$ cat src/rtl/pulse_event_queue_if.sv
// Event handshake between the pulse event queue and the DFX command sequencer.
interface pulse_event_queue_if #(
    parameter int unsigned WIDTH = 4
);
    localparam int unsigned IDX_W = $clog2(WIDTH);

    logic             ev_valid;
    logic [IDX_W-1:0] ev_lane;
    logic             ev_ready;

    modport master (
        output ev_valid,
        output ev_lane,
        input  ev_ready
    );

    modport slave (
        input  ev_valid,
        input  ev_lane,
        output ev_ready
    );
endinterface

$ cat src/rtl/pulse_event_queue.sv
// Per-lane saturating pulse counters drained one event at a time, round-robin,
// through a registered valid/ready output stage.
module pulse_event_queue #(
    parameter int unsigned WIDTH = 4,
    parameter int unsigned CNT_W = 4
) (
    input  logic                 clk,
    input  logic                 rst_n,
    input  logic [WIDTH-1:0]     pulse_in,
    input  logic                 flush,
    input  logic [WIDTH-1:0]     ovf_clr,
    output logic [WIDTH-1:0]     pending,
    output logic [WIDTH-1:0]     ovf,
    pulse_event_queue_if.master  ev
);
    localparam int unsigned IDX_W = $clog2(WIDTH);
    localparam int unsigned SUM_W = IDX_W + 1;

    localparam logic [0:0] EMPTY = 1'b0;
    localparam logic [0:0] HOLD  = 1'b1;

    localparam logic [CNT_W-1:0] CNT_MAX  = '1;
    localparam logic [IDX_W-1:0] LAST_IDX = IDX_W'(WIDTH - 1);

    logic [0:0]       state_q, state_d;
    logic [IDX_W-1:0] lane_q, lane_d;
    logic [IDX_W-1:0] rr_ptr_q, rr_ptr_d;
    logic [CNT_W-1:0] cnt_q [WIDTH];
    logic [CNT_W-1:0] cnt_d [WIDTH];
    logic [WIDTH-1:0] ovf_q, ovf_d;

    logic             load;
    logic             found;
    logic             do_grant;
    logic [IDX_W-1:0] grant;
    logic [SUM_W-1:0] lane_sum;
    logic [IDX_W-1:0] cand;
    logic             inc;
    logic             dec;

    // State, output, pointer, counter and overflow registers
    always_ff @(posedge clk or negedge rst_n) begin
        if (!rst_n) begin
            state_q  <= EMPTY;
            lane_q   <= '0;
            rr_ptr_q <= '0;
            ovf_q    <= '0;
            for (int unsigned i = 0; i < WIDTH; i++) begin
                cnt_q[i] <= '0;
            end
        end else begin
            state_q  <= state_d;
            lane_q   <= lane_d;
            rr_ptr_q <= rr_ptr_d;
            ovf_q    <= ovf_d;
            for (int unsigned i = 0; i < WIDTH; i++) begin
                cnt_q[i] <= cnt_d[i];
            end
        end
    end

    // Round-robin grant, output-stage next state and counter updates
    always_comb begin
        state_d  = state_q;
        lane_d   = lane_q;
        rr_ptr_d = rr_ptr_q;
        ovf_d    = ovf_q & ~ovf_clr;
        found    = 1'b0;
        grant    = '0;
        lane_sum = '0;
        cand     = '0;
        inc      = 1'b0;
        dec      = 1'b0;
        for (int unsigned i = 0; i < WIDTH; i++) begin
            cnt_d[i] = cnt_q[i];
        end

        // The output register can take a new event when empty or being accepted
        load = (state_q == EMPTY) || ev.ev_ready;

        // First non-empty lane starting at the round-robin pointer
        for (int unsigned k = 0; k < WIDTH; k++) begin
            lane_sum = {1'b0, rr_ptr_q} + SUM_W'(k);
            if (lane_sum >= SUM_W'(WIDTH)) begin
                lane_sum = lane_sum - SUM_W'(WIDTH);
            end
            cand = IDX_W'(lane_sum);
            if (!found && (cnt_q[cand] != '0)) begin
                found = 1'b1;
                grant = cand;
            end
        end

        // Flush blocks new grants but lets the held event drain normally
        do_grant = load && found && !flush;

        case (state_q)
            EMPTY: begin
                if (do_grant) begin
                    state_d = HOLD;
                    lane_d  = grant;
                end
            end
            HOLD: begin
                if (do_grant) begin
                    lane_d = grant;
                end else if (ev.ev_ready) begin
                    state_d = EMPTY;
                end
            end
            default: state_d = EMPTY;
        endcase

        if (flush) begin
            rr_ptr_d = '0;
            for (int unsigned i = 0; i < WIDTH; i++) begin
                cnt_d[i] = '0;
            end
        end else begin
            if (do_grant) begin
                rr_ptr_d = (grant == LAST_IDX) ? '0 : grant + IDX_W'(1);
            end
            for (int unsigned i = 0; i < WIDTH; i++) begin
                inc = pulse_in[i];
                dec = do_grant && (grant == IDX_W'(i));
                if (inc && !dec) begin
                    if (cnt_q[i] == CNT_MAX) begin
                        ovf_d[i] = 1'b1;
                    end else begin
                        cnt_d[i] = cnt_q[i] + CNT_W'(1);
                    end
                end else if (dec && !inc) begin
                    cnt_d[i] = cnt_q[i] - CNT_W'(1);
                end
            end
        end
    end

    // Pending flags straight from the registered counters
    always_comb begin
        pending = '0;
        for (int unsigned i = 0; i < WIDTH; i++) begin
            pending[i] = (cnt_q[i] != '0);
        end
    end

    assign ovf         = ovf_q;
    assign ev.ev_valid = state_q;
    assign ev.ev_lane  = lane_q;
endmodule

$ cat src/flat_wrapper.sv
// flat-port wrapper written by rule: the top's interface ports become plain ports
module pulse_event_queue_flat 
#(
    parameter int unsigned WIDTH = 4,
    parameter int unsigned CNT_W = 4
)
  (clk, rst_n, pulse_in, flush, ovf_clr, pending, ovf, ev_ev_valid, ev_ev_lane, ev_ev_ready);
  pulse_event_queue_if #(.WIDTH(WIDTH)) ev_i ();
  input  logic clk;
  input  logic rst_n;
  input  logic [WIDTH-1:0] pulse_in;
  input  logic flush;
  input  logic [WIDTH-1:0] ovf_clr;
  output logic [WIDTH-1:0] pending;
  output logic [WIDTH-1:0] ovf;
  output wire logic [$bits(ev_i.ev_valid)-1:0] ev_ev_valid;
  output wire logic [$bits(ev_i.ev_lane)-1:0] ev_ev_lane;
  input wire logic [$bits(ev_i.ev_ready)-1:0] ev_ev_ready;
  assign ev_ev_valid = ev_i.ev_valid;
  assign ev_ev_lane = ev_i.ev_lane;
  assign ev_i.ev_ready = ev_ev_ready;
  pulse_event_queue #(.WIDTH(WIDTH), .CNT_W(CNT_W)) u_core (.clk(clk), .rst_n(rst_n), .pulse_in(pulse_in), .flush(flush), .ovf_clr(ovf_clr), .pending(pending), .ovf(ovf), .ev(ev_i));
endmodule
$ cat config.mk
export PLATFORM = sky130hd
export DESIGN_NAME = pulse_event_queue_flat
export DESIGN_NICKNAME = d
export VERILOG_FILES = /design/src/rtl/pulse_event_queue_if.sv /design/src/rtl/pulse_event_queue.sv /design/src/flat_wrapper.sv
export SDC_FILE = /design/constraint.sdc
export NUM_CORES = 1
export LEC_CHECK = 0
export CAP_MARGIN = 20
export CORE_ASPECT_RATIO = 1.25
export CORE_MARGIN = 5
export CORE_UTILIZATION = 50
export DETAILED_ROUTE_END_ITERATION = 6
export PLACE_DENSITY_LB_ADDON = 0.12
export RECOVER_POWER = 100
export SYNTH_ARGS = -nofsm -noshare
export SYNTH_HDL_FRONTEND = slang
export SYNTH_SLANG_ARGS = --single-unit
$ cat constraint.sdc
create_clock -name clk -period 4.39 [get_ports clk]
set_input_delay 0.6585 -clock clk [delete_from_list [all_inputs] [get_ports clk]]
set_output_delay 0.6585 -clock clk [all_outputs]
set_load 0.02 [all_outputs]
==> results of run 1 <==
-- Yosys cell counts, types with 2 or more instances --
cell type and instances:
sky130_fd_sc_hd__inv_2 4, sky130_fd_sc_hd__a21o_1 8, sky130_fd_sc_hd__nor4_4 3, sky130_fd_sc_hd__mux2_2 2
sky130_fd_sc_hd__nand3_1 4, sky130_fd_sc_hd__o32ai_1 3, sky130_fd_sc_hd__a311oi_2 2, sky130_fd_sc_hd__nor2b_1 4
sky130_fd_sc_hd__mux2i_1 2, sky130_fd_sc_hd__nor3b_1 2, sky130_fd_sc_hd__inv_1 23, sky130_fd_sc_hd__and3_1 3
sky130_fd_sc_hd__xor2_1 3, sky130_fd_sc_hd__a21oi_1 16, sky130_fd_sc_hd__and2_1 2, sky130_fd_sc_hd__nand4_1 4
sky130_fd_sc_hd__o311a_1 3, sky130_fd_sc_hd__mux2_1 5, sky130_fd_sc_hd__nor3_1 3, sky130_fd_sc_hd__dfrtp_1 25
sky130_fd_sc_hd__nand2_1 12, sky130_fd_sc_hd__clkbuf_1 2, sky130_fd_sc_hd__o21ai_0 8, sky130_fd_sc_hd__o21ai_1 2
sky130_fd_sc_hd__a211oi_1 4, sky130_fd_sc_hd__ha_1 12, sky130_fd_sc_hd__xnor2_1 2, sky130_fd_sc_hd__nor4_2 2
sky130_fd_sc_hd__fa_1 4, sky130_fd_sc_hd__nor2_1 10
-- worst paths after layout --
kind | from | endpoint | slack, ns | cells past startpoint
max reg2reg | u_core.cnt_q[9] | u_core.cnt_q[3] | 0.55 | 16
min reg2reg | u_core.ev.ev_lane[1] | u_core.ev.ev_lane[1] | 0.50 | 2
max | u_core.cnt_q[9] | u_core.cnt_q[3] | 0.55 | 16
min in group asynchronous | rst_n | u_core.cnt_q[7] | 0.88 | 1
max in group asynchronous | rst_n | u_core.rr_ptr_q[1] | 2.52 | 2
min | u_core.ev.ev_lane[1] | u_core.ev.ev_lane[1] | 0.50 | 2
-- registers in the layout (all words and copies together) (netlist names) --
name                count
u_core.ovf              4
u_core.ev.ev_lane       2
u_core.cnt_q           16
u_core.rr_ptr_q         2
u_core.ev.ev_valid      1
-- cell usage in the layout (no fill, tap or decap), types with 3 or more instances in the layout --
cell and count:
sky130_fd_sc_hd__inv_2 3, sky130_fd_sc_hd__dlygate4sd3_1 11, sky130_fd_sc_hd__o32ai_1 3, sky130_fd_sc_hd__nor2_1 10
sky130_fd_sc_hd__nand2_1 12, sky130_fd_sc_hd__and3_1 3, sky130_fd_sc_hd__ha_1 12, sky130_fd_sc_hd__a211oi_1 4
sky130_fd_sc_hd__inv_1 24, sky130_fd_sc_hd__nor3_1 3, sky130_fd_sc_hd__o21ai_0 9, sky130_fd_sc_hd__o311a_1 3
sky130_fd_sc_hd__clkdlybuf4s50_1 11, sky130_fd_sc_hd__mux2_1 5, sky130_fd_sc_hd__dfrtp_1 25, sky130_fd_sc_hd__fa_1 4
sky130_fd_sc_hd__a21oi_1 16, sky130_fd_sc_hd__nand4_1 4, sky130_fd_sc_hd__nand3_1 4, sky130_fd_sc_hd__nor2b_1 4
sky130_fd_sc_hd__a21o_1 8, sky130_fd_sc_hd__clkbuf_8 3, sky130_fd_sc_hd__xor2_1 3
-- report_power, final --
part | leakage (nW) | total [mW] | switching (mW) | internal, mW
logic | 0.677 | 0.917 | 0.520 | 0.397
registers | 0.328 | 0.392 | 0.0932 | 0.299
clock network | 0.0255 | 0.143 | 0.0795 | 0.0637
-- routing by layer --
layer / GRT usage / vias to the layer above
met5: 0 / -
met4: 0.05602 / 0
met3: 0.02687 / 6
met2: 0.3566 / 42
met1: 0.2137 / 788
li1: - / 786
-- final cells by class --
class                           instances  area [um2]
Clock inverter                          1       5.005
Clock buffer                            3       41.29
Multi-Input combinational cell        145        1135
Sequential cell                        25       625.6
Inverter                               27       101.3
Tap cell                               40       50.05
Fill cell                             350        1553
Timing Repair Buffer                   26       242.7
-- per-stage QoR --
stage | hold slack (ns) | util | instance area, um2 | std cells | setup WS [ns]
final | 0.4955 | 0.5863 | 2201 | 267 | 0.5473
after global routing | 0.5263 | 0.5863 | 2201 | 267 | 0.2170
after CTS | 0.5050 | 0.5977 | 2243 | 267 | 0.6077
after detailed placement | 0.4824 | 0.5853 | 2197 | 263 | 0.6480
after global placement | 0.4796 | 0.5853 | 2197 | 263 | 0.6973
after floorplan | 0.3629 | - | 1917 | 201 | 1.078
-- cells by family (layout without fill, tap and decap cells) --
| family | after synthesis | in the layout | synth area share |
|---|---|---|---|
| adders and majority gates | 16 | 16 | 0.1201 |
| buffers and inverters | 31 | 57 | 0.06331 |
| DFF | 25 | 25 | 0.3264 |
| xor gates and xnor gates | 5 | 5 | 0.02285 |
| AOI/OAI and AO/OA | 61 | 61 | 0.2376 |
| muxes | 9 | 9 | 0.05156 |
| and+or+nand+nor | 54 | 54 | 0.1782 |
-- critical path: stages (launching register included) --
cell	delay, ns
sky130_fd_sc_hd__dfrtp_1	0.43
sky130_fd_sc_hd__nor4_2	0.50
sky130_fd_sc_hd__inv_1	0.23
sky130_fd_sc_hd__a21o_1	0.21
sky130_fd_sc_hd__a21oi_1	0.14
sky130_fd_sc_hd__o22ai_1	0.16
sky130_fd_sc_hd__inv_1	0.14
sky130_fd_sc_hd__ha_1	0.15
sky130_fd_sc_hd__nor2b_1	0.15
sky130_fd_sc_hd__and2_0	0.17
sky130_fd_sc_hd__nand2_1	0.08
sky130_fd_sc_hd__nand2_1	0.15
sky130_fd_sc_hd__ha_1	0.25
sky130_fd_sc_hd__a21o_1	0.17
sky130_fd_sc_hd__a21oi_1	0.21
sky130_fd_sc_hd__mux2i_1	0.26
sky130_fd_sc_hd__mux2_1	0.33
==> flow_metrics.tcl, run 1 <==
set metrics [dict create \
    result_of_the_run "finished, final reports clean" \
    root_buffer_cell "sky130_fd_sc_hd__clkbuf_8" \
    numCtsBuffers 3 \
    first_global_vias 1684 \
    synth_flop_cell "sky130_fd_sc_hd__dfrtp_1" \
    dr_total_vias 1622 \
    total_routing_resource_utilization_after_global_routing 0.1884 \
    initial_core_util 0.5107 \
    final-max-slew-violation-count 0 \
    total_leakage_power_nw 1.030 \
    syn-num-nets 229 \
    synth-seq-cells 25 \
    met3_length_um 152 \
    leading_area_contributor_after_synthesis "sky130_fd_sc_hd__dfrtp_1" \
    synth_sequential_area_ratio 0.3264 \
    grt_start_max_net_pins 16 \
    finalClockSkew_ns 0.005924 \
    tns_ns 0 \
    cp-end-kind "register" \
    post_cts_resized 0 \
    cts.repair_timing.setup_buffer_count 0 \
    via_per_inst 6.075 \
    yosys-top-cells-area "sky130_fd_sc_hd__dfrtp_1 (33%), sky130_fd_sc_hd__ha_1 (7.8%), sky130_fd_sc_hd__inv_1 (4.5%)" \
    worst_setup_path_start_kind "register" \
    grt.overflow.total 0 \
    worst_ep_arrival_ns 4.01 \
    synth_warnings 0 \
    hpwlAfterDp_um 3517 \
    drc 0 \
    synthDominantCellAreaShare 0.3264 \
    dr.max_layer_used "met4" \
    die-height_um 79.23 \
    max_freq_ghz 0.2602 \
    ir_drop_v 0.0003181 \
    drtAntennaViolNets 0 \
    cts_tree "done" \
    syn_area_um2 1917 \
    routedWlPerCell_um 16.73 \
    io_pins 23 \
    async_reset_ff_frac 1.000 \
    drt_iter0_drc 74 \
    totalWireLength_um 4466 \
    synth.distinct_cells 52 \
    grt_first_pass_wirelength_um 7721 \
    rows 25 \
    route.met2.wl_um 2436 \
    core_um2 3754 \
    clockBufferDepth 2 \
    slew_headroom 0.5152 \
    final_layout_size_suffix_gt1_frac 0.07930 \
    route.layer.met1.wl_um 1801 \
    grt_antenna_before_repair 0 \
    final_nets 256 \
    timing.hold.worst.class "reg -> reg" \
    detail_route.first_pass.iterations 4 \
    hold_viol_final 0 \
    fin_crit_ns 3.843 \
    cts_htree_levels 1 \
    floorplan.die_area_um2 5180 \
    area_growth_syn_to_layout_pct 14.82 \
    io_buffer_count 22 \
    syn-mean-instance-area_um2 9.537 \
    die_outline_width_um 65.38 \
    post-route-period-util 0.8753 \
    unrepaired_setup_endpoints_after_global_routing "no" \
    path_class "reg -> reg" \
    setup_viol_count_final 0 \
    synthesized_instance_count 201 \
    max_slew.worst_pin.slew_ns 0.7248 \
    gp_congestion 0.8069 \
    drv.max_cap_violation_count 0 \
    power.density_nw_per_um2 659.7 \
    critPathMaxFanout 6 \
    cts.hold.buffers_added 0 \
    cts.sinks 25 \
    worst_skew_pair.late_latency_ns 0.27 \
    n_antenna_cell 0 \
    clk_pin_slew_worst_paths_ns 0.10 \
    synth_enable_flop_cells 0 \
    finalPower_mw 1.452 \
    cp.required_ns 4.56 \
]
Power figures use the tool's default switching activity.
==> inputs of run 2 (changes only) <==
SETUP_SLACK_MARGIN = 0.05   (was unset)
==> results of run 2 <==
Final layout, timing and power as in run 1 (identical DEF).
==> inputs of run 3 (changes only) <==
CTS_CLUSTER_SIZE = 12   (was unset)
==> results of run 3 <==
Final layout, timing and power as in run 1 (identical DEF).
